`config.mk`:
```
export PLATFORM = sky130hd
export DESIGN_NAME = multi_channel_oneshot_timer
export DESIGN_NICKNAME = d
export VERILOG_FILES = /design/src/rtl/timer_pkg.sv /design/src/rtl/oneshot_timer_channel.sv /design/src/rtl/multi_channel_oneshot_timer.sv
export SDC_FILE = /design/constraint.sdc
export NUM_CORES = 1
export LEC_CHECK = 0
export CORE_MARGIN = 4
export CORE_UTILIZATION = 45
export CTS_CLUSTER_DIAMETER = 60
export DETAILED_ROUTE_END_ITERATION = 12
export GPL_TIMING_DRIVEN = 0
export PLACE_DENSITY = 0.71
export SKIP_LAST_GASP = 1
export SYNTH_ARGS = -nofsm -noshare
export SYNTH_HDL_FRONTEND = slang
export SYNTH_SLANG_ARGS = --single-unit
```
`constraint.sdc`:
```
create_clock -name clock -period 2.9 [get_ports clock]
set_input_delay 0.435 -clock clock [delete_from_list [all_inputs] [get_ports clock]]
set_output_delay 0.435 -clock clock [all_outputs]
set_load 0.005 [all_outputs]
```
`src/rtl/timer_pkg.sv`:
```
// rtl/timer_pkg.sv - shared state encoding and defaults for the one-shot timer channels
package timer_pkg;

    localparam int TIMER_DEFAULT_WIDTH = 8;

    localparam logic [1:0] ST_IDLE    = 2'b00;
    localparam logic [1:0] ST_RUN     = 2'b01;
    localparam logic [1:0] ST_PAUSED  = 2'b10;
    localparam logic [1:0] ST_EXPIRED = 2'b11;

    typedef enum logic [1:0] {
        IDLE    = ST_IDLE,
        RUN     = ST_RUN,
        PAUSED  = ST_PAUSED,
        EXPIRED = ST_EXPIRED
    } timer_state_e;

endpackage

```
`src/rtl/oneshot_timer_channel.sv`:
```
// rtl/oneshot_timer_channel.sv - single saturating one-shot timer: FSM plus counter, advanced by tick
module oneshot_timer_channel
    import timer_pkg::*;
#(
    parameter int WIDTH = TIMER_DEFAULT_WIDTH
) (
    input  logic             clock,
    input  logic             clear_n,
    input  logic             tick,
    input  logic             start,
    input  logic             pause,
    input  logic             abort,
    input  logic [WIDTH-1:0] threshold,
    output logic [WIDTH-1:0] count,
    output logic             running,
    output logic             expired,
    output logic             expired_pulse
);

    timer_state_e     state, state_next;
    logic [WIDTH-1:0] thr, thr_next;
    logic [WIDTH-1:0] count_next, count_inc;
    logic             pulse_next, running_next, expired_next;

    always_ff @(posedge clock or negedge clear_n) begin
        if (!clear_n) begin
            state         <= IDLE;
            thr           <= '0;
            count         <= '0;
            running       <= 1'b0;
            expired       <= 1'b0;
            expired_pulse <= 1'b0;
        end else begin
            state         <= state_next;
            thr           <= thr_next;
            count         <= count_next;
            running       <= running_next;
            expired       <= expired_next;
            expired_pulse <= pulse_next;
        end
    end

    // count stays strictly below thr in RUN, so the increment cannot wrap
    assign count_inc = count + 1'b1;

    always_comb begin
        state_next = state;
        thr_next   = thr;
        count_next = count;
        pulse_next = 1'b0;
        if (abort) begin
            state_next = IDLE;
            count_next = '0;
        end else if (start) begin
            thr_next   = threshold;
            count_next = '0;
            if (threshold == '0) begin
                state_next = EXPIRED;
                pulse_next = 1'b1;
            end else begin
                state_next = RUN;
            end
        end else begin
            case (state)
                RUN: begin
                    if (pause) begin
                        state_next = PAUSED;
                    end else if (tick) begin
                        count_next = count_inc;
                        if (count_inc == thr) begin
                            state_next = EXPIRED;
                            pulse_next = 1'b1;
                        end
                    end
                end
                PAUSED: begin
                    if (!pause) state_next = RUN;
                end
                default: state_next = state;
            endcase
        end
    end

    always_comb begin
        running_next = (state_next == RUN) || (state_next == PAUSED);
        expired_next = (state_next == EXPIRED);
    end

endmodule

```
`src/rtl/multi_channel_oneshot_timer.sv`:
```
// rtl/multi_channel_oneshot_timer.sv - NUM_CH independent one-shot timers; TIMER_PRESCALE_EN adds a shared tick prescaler
module multi_channel_oneshot_timer
    import timer_pkg::*;
#(
    parameter int NUM_CH   = 2,
    parameter int WIDTH    = TIMER_DEFAULT_WIDTH,
    parameter int PRESCALE = 4
) (
    input  logic                    clock,
    input  logic                    clear_n,
    input  logic [NUM_CH-1:0]       start,
    input  logic [NUM_CH-1:0]       pause,
    input  logic [NUM_CH-1:0]       abort,
    input  logic [NUM_CH*WIDTH-1:0] threshold,
    output logic [NUM_CH*WIDTH-1:0] count,
    output logic [NUM_CH-1:0]       running,
    output logic [NUM_CH-1:0]       expired,
    output logic [NUM_CH-1:0]       expired_pulse
);

    logic tick;

`ifdef TIMER_PRESCALE_EN
    generate
        if (PRESCALE > 1) begin : g_prescale
            localparam int             PS_W    = $clog2(PRESCALE);
            localparam logic [PS_W-1:0] PS_LAST = PS_W'(PRESCALE - 1);

            // free-running; commands never resynchronise it
            logic [PS_W-1:0] ps_cnt;

            always_ff @(posedge clock or negedge clear_n) begin
                if (!clear_n)               ps_cnt <= '0;
                else if (ps_cnt == PS_LAST) ps_cnt <= '0;
                else                        ps_cnt <= ps_cnt + 1'b1;
            end

            assign tick = (ps_cnt == PS_LAST);
        end else begin : g_no_prescale
            assign tick = 1'b1;
        end
    endgenerate
`else
    assign tick = 1'b1;
`endif

    generate
        for (genvar i = 0; i < NUM_CH; i++) begin : g_ch
            oneshot_timer_channel #(
                .WIDTH (WIDTH)
            ) u_ch (
                .clock         (clock),
                .clear_n       (clear_n),
                .tick          (tick),
                .start         (start[i]),
                .pause         (pause[i]),
                .abort         (abort[i]),
                .threshold     (threshold[i*WIDTH +: WIDTH]),
                .count         (count[i*WIDTH +: WIDTH]),
                .running       (running[i]),
                .expired       (expired[i]),
                .expired_pulse (expired_pulse[i])
            );
        end
    endgenerate

endmodule

```
==> Word level (Yosys, flattened, before mapping) <==
Cells that the tools add are included.
{ "totals": {"output_inout_bits": 22, "regBits": 42, "elab_cells": 74} }
{ "classes": {"n_reduce_logical": 10, "n_mux": 34, "n_bitwise": 2, "n_eq_ne": 14, "addsub": 2} }
{ "ops": {"columns": ["cell", "n"], "rows": [
  ["2-to-1 mux 8 bit", 8],
  ["2-to-1 mux 2 bit", 12],
  ["adder 8 x 1 -> 8 bit, second input constant", 2],
  ["== test 8 bit", 2],
  ["logical NOT 8 bit", 2],
  ["== test 2 bit, second input constant", 6],
  ["2-to-1 mux 1 bit", 12],
  ["== test 2 x 1 -> 1 bit, second input constant", 4],
  ["case mux 2 bit (2 select lines)", 2],
  ["AND reduction 2 bit", 4],
  ["!= test 3 x 2 -> 1 bit, second input constant", 2],
  ["nonzero test 3 bit", 2],
  ["logical OR 1 bit", 2],
  ["NOT 1 bit", 2]
]} }

==> Depth between registers and ports, before layout <==
{ "depth": {"ltp_word": 9, "mapped_depth": 9} }

==> Cells and area by module <==
From an unflattened synthesis, not the netlist that was laid out.
{ "unflattened": {"cells_unflattened": 257, "area_unflattened_um2": 2501.1} }
{ "modules_own_cells": {"columns": ["module", "instances", "area_per_inst_um2", "cells_each"], "rows": [
  ["oneshot_timer_channel", 2, 1248.7, 128],
  ["multi_channel_oneshot_timer", 1, 3.8, 1]
]} }

==> Worst setup path after synthesis <==
OpenSTA, ideal clock, no wires.
{ "synth_timing": {"path_type": "reg2reg", "start": "register g_ch[1].u_ch.count[0]", "end": "register g_ch[1].u_ch.running", "required_time_ns": 2.774, "path_stages_with_launch": 9, "slack_ns": 0.694, "synth_period_minus_slack_ns": 2.206, "arrival_ns": 2.080, "path_cell_list": "dfrtp_1 ha_1 and3_1 nand3_1 xnor2_1 nor4_1 a41oi_1 a311oi_1 ha_1"} }
{ "synth_via": {"elab_chain_cells": 9, "word_cells_on_any_way": 10, "classes_between": "1 x add/sub; 3 x eq/ne; 5 x mux; 1 x reduce/logical"} }
{ "synth_rtl": {"columns": ["item", "line_no", "text"], "rows": [
  ["start, declared", "oneshot_timer_channel.sv:14", "output logic [WIDTH-1:0] count,"],
  ["start signal, assigned", "oneshot_timer_channel.sv:36", "count <= count_next;"],
  ["adder 8 x 1 -> 8 bit (*)", "oneshot_timer_channel.sv:44", "assign count_inc = count + 1'b1;"],
  ["== test 8 bit (*)", "oneshot_timer_channel.sv:70", "if (count_inc == thr) begin"],
  ["2-to-1 mux 2 bit (*)", "oneshot_timer_channel.sv:70", null],
  ["2-to-1 mux 2 bit (*)", "oneshot_timer_channel.sv:66", "if (pause) begin"],
  ["case mux 2 bit (2 select lines) (*)", "oneshot_timer_channel.sv:64", "case (state)"],
  ["2-to-1 mux 2 bit (*)", "oneshot_timer_channel.sv:54", "end else if (start) begin"],
  ["2-to-1 mux 2 bit (*)", "oneshot_timer_channel.sv:51", "if (abort) begin"],
  ["named net g_ch[1].u_ch.state_next[0]", "oneshot_timer_channel.sv:20", "timer_state_e state, state_next;"],
  ["== test 2 x 1 -> 1 bit / == test 2 bit (equally long branches)", "oneshot_timer_channel.sv:85", "running_next = (state_next == RUN) || (state_next == PAUSED);"],
  ["logical OR 1 bit (*)", "oneshot_timer_channel.sv:85", null],
  ["named net g_ch[1].u_ch.running_next", "oneshot_timer_channel.sv:23", "logic pulse_next, running_next, expired_next;"],
  ["end signal, assigned", "oneshot_timer_channel.sv:37", "running <= running_next;"],
  ["end, declared", "oneshot_timer_channel.sv:15", "output logic running,"]
]} }
Mark *: on every way through the listed nets, which the timed path passes. The rest lies on a longest branch.
A chain may end at the register's enable or synchronous reset.

==> Final worst setup path <==
Ends and elaborated chain as after synthesis.

==> results by group <==
Outcome
  • Status: completed

GRT
  • First-pass GRT wire length: 8148 µm
  • Vias in the first global route: 1848
  • Initial antenna violation count: 0
  • Largest net degree at the start of global routing: 30
  • GR Util All Layers: 15.99%
  • Grt total ovfl: 0

Finish
  • Nets@finish: 321
  • Cell area after layout: 3034 µm²
  • N_diodes: 0
  • Multi-input logic area: 1197 µm²
  • Share of cells above drive strength 1: 13.79%
  • Fin cells: 360
  • Fill count: 475
  • Register area: ~1100 µm²
  • Area growth syn-to-layout: 28.10%

Routing
  • Routed WL: 4594 µm
  • Iter 0 DRT Violations: 69
  • DRT Pass-1 Iters: 4
  • DRC: 0
  • Routed Antenna Nets: 0
  • Met2 WL: about 2300 µm
  • Wire per inst: 12.76 µm
  • Routed wl met3: 226 µm
  • Drt via density: 5.142
  • Vias: 1851
  • DRT met1 WL: approximately 2100 µm
  • Max Used Layer: met4

Synth
  • Top cells by count, synth: 42 x dfrtp_1, 20 x nor2_1, 18 x xnor2_1, 16 x nand2_1, 14 x mux2_2
  • Post-synthesis net count: 268
  • Number of synthesized flops with an enable pin: 0
  • Most common cell in the netlist: dfrtp_1
  • Post-synthesis average cell area: 10.04 µm²
  • Synth top area share: between 40 and 50%
  • Cells after Synth: about 240
  • Async set-reset flop share out of synthesis: 100.0%
  • Post-Syn Area: approximately 2400 µm²
  • Biggest area consumer among synthesized cells: dfrtp_1
  • YS warnings: 0
  • Register area share after synthesis: 44.37%
  • Seq cells post-synth: 42
  • Synth area leaders: dfrtp_1 44%, mux2_2 6.7%, xnor2_1 6.7%
  • Synth unique cells: 43
  • Post-synth top flop: dfrtp_1

Worst setup path
  • Crit path kind: reg2reg
  • R2R setup slack: 360 ps
  • Crit path launch type: flip-flop
  • WP data required: between 3000 and 4000 ps
  • Worst EP arrival: approximately 2700 ps
  • Top cell by count, worst path: ha_1
  • Crit path capture type: flip-flop
  • Crit path max fanout: 6
  • Critical Path Max Stage Delay: slightly below 500 ps
  • CP max-delay cell: dfrtp_1
  • CP cell instances: ha_1, and3_1, nand3_1, xnor2_1, nor4_1, a41oi_1, a311oi_1, ha_1

Worst hold path
  • Worst min path class: in2async

Clocking
  • CTS Hold Bufs: 0
  • Clk slew on worst S/H paths: 90 ps
  • TritonCTS Buffers: 5
  • Root buffer cell: clkbuf_8
  • Skew-Pair Late Insertion Delay: 290 ps
  • CTS tree: built
  • Longest Clk Path Bufs: 2
  • Post-CTS Setup Inserts: 0
  • Clk sinks: 42
  • H-tree depth: 2
  • Post_cts resized: 0

Place
  • Routability Congestion: 0.8174
  • Post-placement cell count: 352
  • IO Port Bufs: 45
  • DP HPWL: around 3600 µm
  • Placed Area: 2922 µm²

STA
  • Slew Limit Fails: 0
  • Min Hold Slack: 28.52 ps
  • Final Hold Viols: 0
  • Final setup violation count: 0
  • Slew headroom: 69.76%
  • Unrepaired setup endpoints after global routing: false
  • Layout Skew: 6.137 ps
  • Fmax: 393.3 MHz
  • Final Cycle Share: between 80 and 90%
  • Tightest Pin Transition: about 450 ps
  • Final setup TNS: 0 ps
  • Minimum clock period: around 2500 ps

Floorplan
  • Die X-Extent: 80.55 µm
  • Starting Density: around 46%
  • Core ar.: 5107 µm²
  • FP Rows: 26
  • Die area: 6488 µm²
  • IO Pins: 46
  • Die Y: around 81 µm

Flow run
  • Maxcap violations: 0

Pwr
  • PD cells: between 400 and 500 nW/µm²
  • Peak supply drop: 334.5 µV
  • Leak: 1.232 nW
-- final timing paths --
| path | from | end | cells after the start |
|---|---|---|---|
| max | g_ch[1].u_ch.count[0] | g_ch[1].u_ch.running | 8 |
| min | clear_n | g_ch[0].u_ch.count[2] | 1 |
| min reg2reg | g_ch[1].u_ch.thr[0] | g_ch[1].u_ch.thr[0] | 1 |
| max in group asynchronous | clear_n | g_ch[1].u_ch.thr[5] | 2 |
| max reg2reg | g_ch[1].u_ch.count[0] | g_ch[1].u_ch.running | 8 |
| min in group clock | g_ch[1].u_ch.thr[0] | g_ch[1].u_ch.thr[0] | 1 |
-- worst max-delay path: cells and delay by family, from the launching register on --
kind                     cells  cell delay [ps]
AO/OA/AOI/OAI                2              630
XOR/XNOR                     1              150
adder cells (fa/ha/maj)      2              550
flip-flops                   1              490
AND/OR/NAND/NOR              3              600
-- registers in the layout (all words and copies together) (netlist names) --
signal	cells
g_ch.u_ch.thr	16
g_ch.u_ch.expired	2
g_ch.u_ch.expired_pulse	2
g_ch.u_ch.state	4
g_ch.u_ch.count	16
g_ch.u_ch.running	2
-- cell type report --
type	count	area share [%]
flip-flops and latches	42	34.64
inverters	7	0.8660
well taps	70	2.887
repair buffers	46	15.34
clock buffers	5	2.268
plain buffers	16	3.093
clock inverters	3	1.443
multi-input cells	171	39.46
-- metal layers --
layer	GRT usage [%]	vias to the layer above
li1	-	923
met1	18.90	878
met2	29.47	45
met3	3.139	5
met4	3.885	0
met5	0	-
-- through the flow --
stage / total power, mW / utilization (%) / worst slack [ps]
global placement: 0.8963 / 56.91 / 326.0
finish: 1.359 / 59.41 / 357.5
global route: 1.441 / 59.41 / 167.4
CTS: 1.381 / 59.41 / 343.9
detailed placement: 0.9065 / 57.20 / 380.3
floorplan: 0.8098 / - / 694.3
-- cells by family after synthesis --
group           count (synthesis)  share of synthesized area [%]
simple gates                   82                          18.07
flops                          42                          44.37
compound gates                 34                          9.298
xor+xnor                       31                          11.46
buf+inv                        23                          5.072
mux                            16                          7.501
fa+ha+maj                       8                          4.226
-- cells in the final DEF (no fill, tap or decap), drive strengths merged, types with 7 or more instances in the layout --
cell type | Yosys | layout
clkdlybuf4s50 | 0 | 44
dfrtp | 42 | 42
nor2 | 20 | 20
xnor2 | 18 | 18
nand2 | 16 | 16
mux2 | 14 | 14
xor2 | 13 | 13
buf | 10 | 12
clkbuf | 6 | 11
o21ai | 9 | 9
a21oi | 9 | 9
ha | 8 | 8
inv | 7 | 8
nor3 | 7 | 7
-- report_power, final --
| group | switching [mW] | total [mW] | internal, mW |
|---|---|---|---|
| logic | 0.102 | 0.233 | 0.131 |
| registers | 0.0308 | 0.659 | 0.628 |
| clock network | 0.209 | 0.467 | 0.258 |
(Power assumes the default switching activity.)
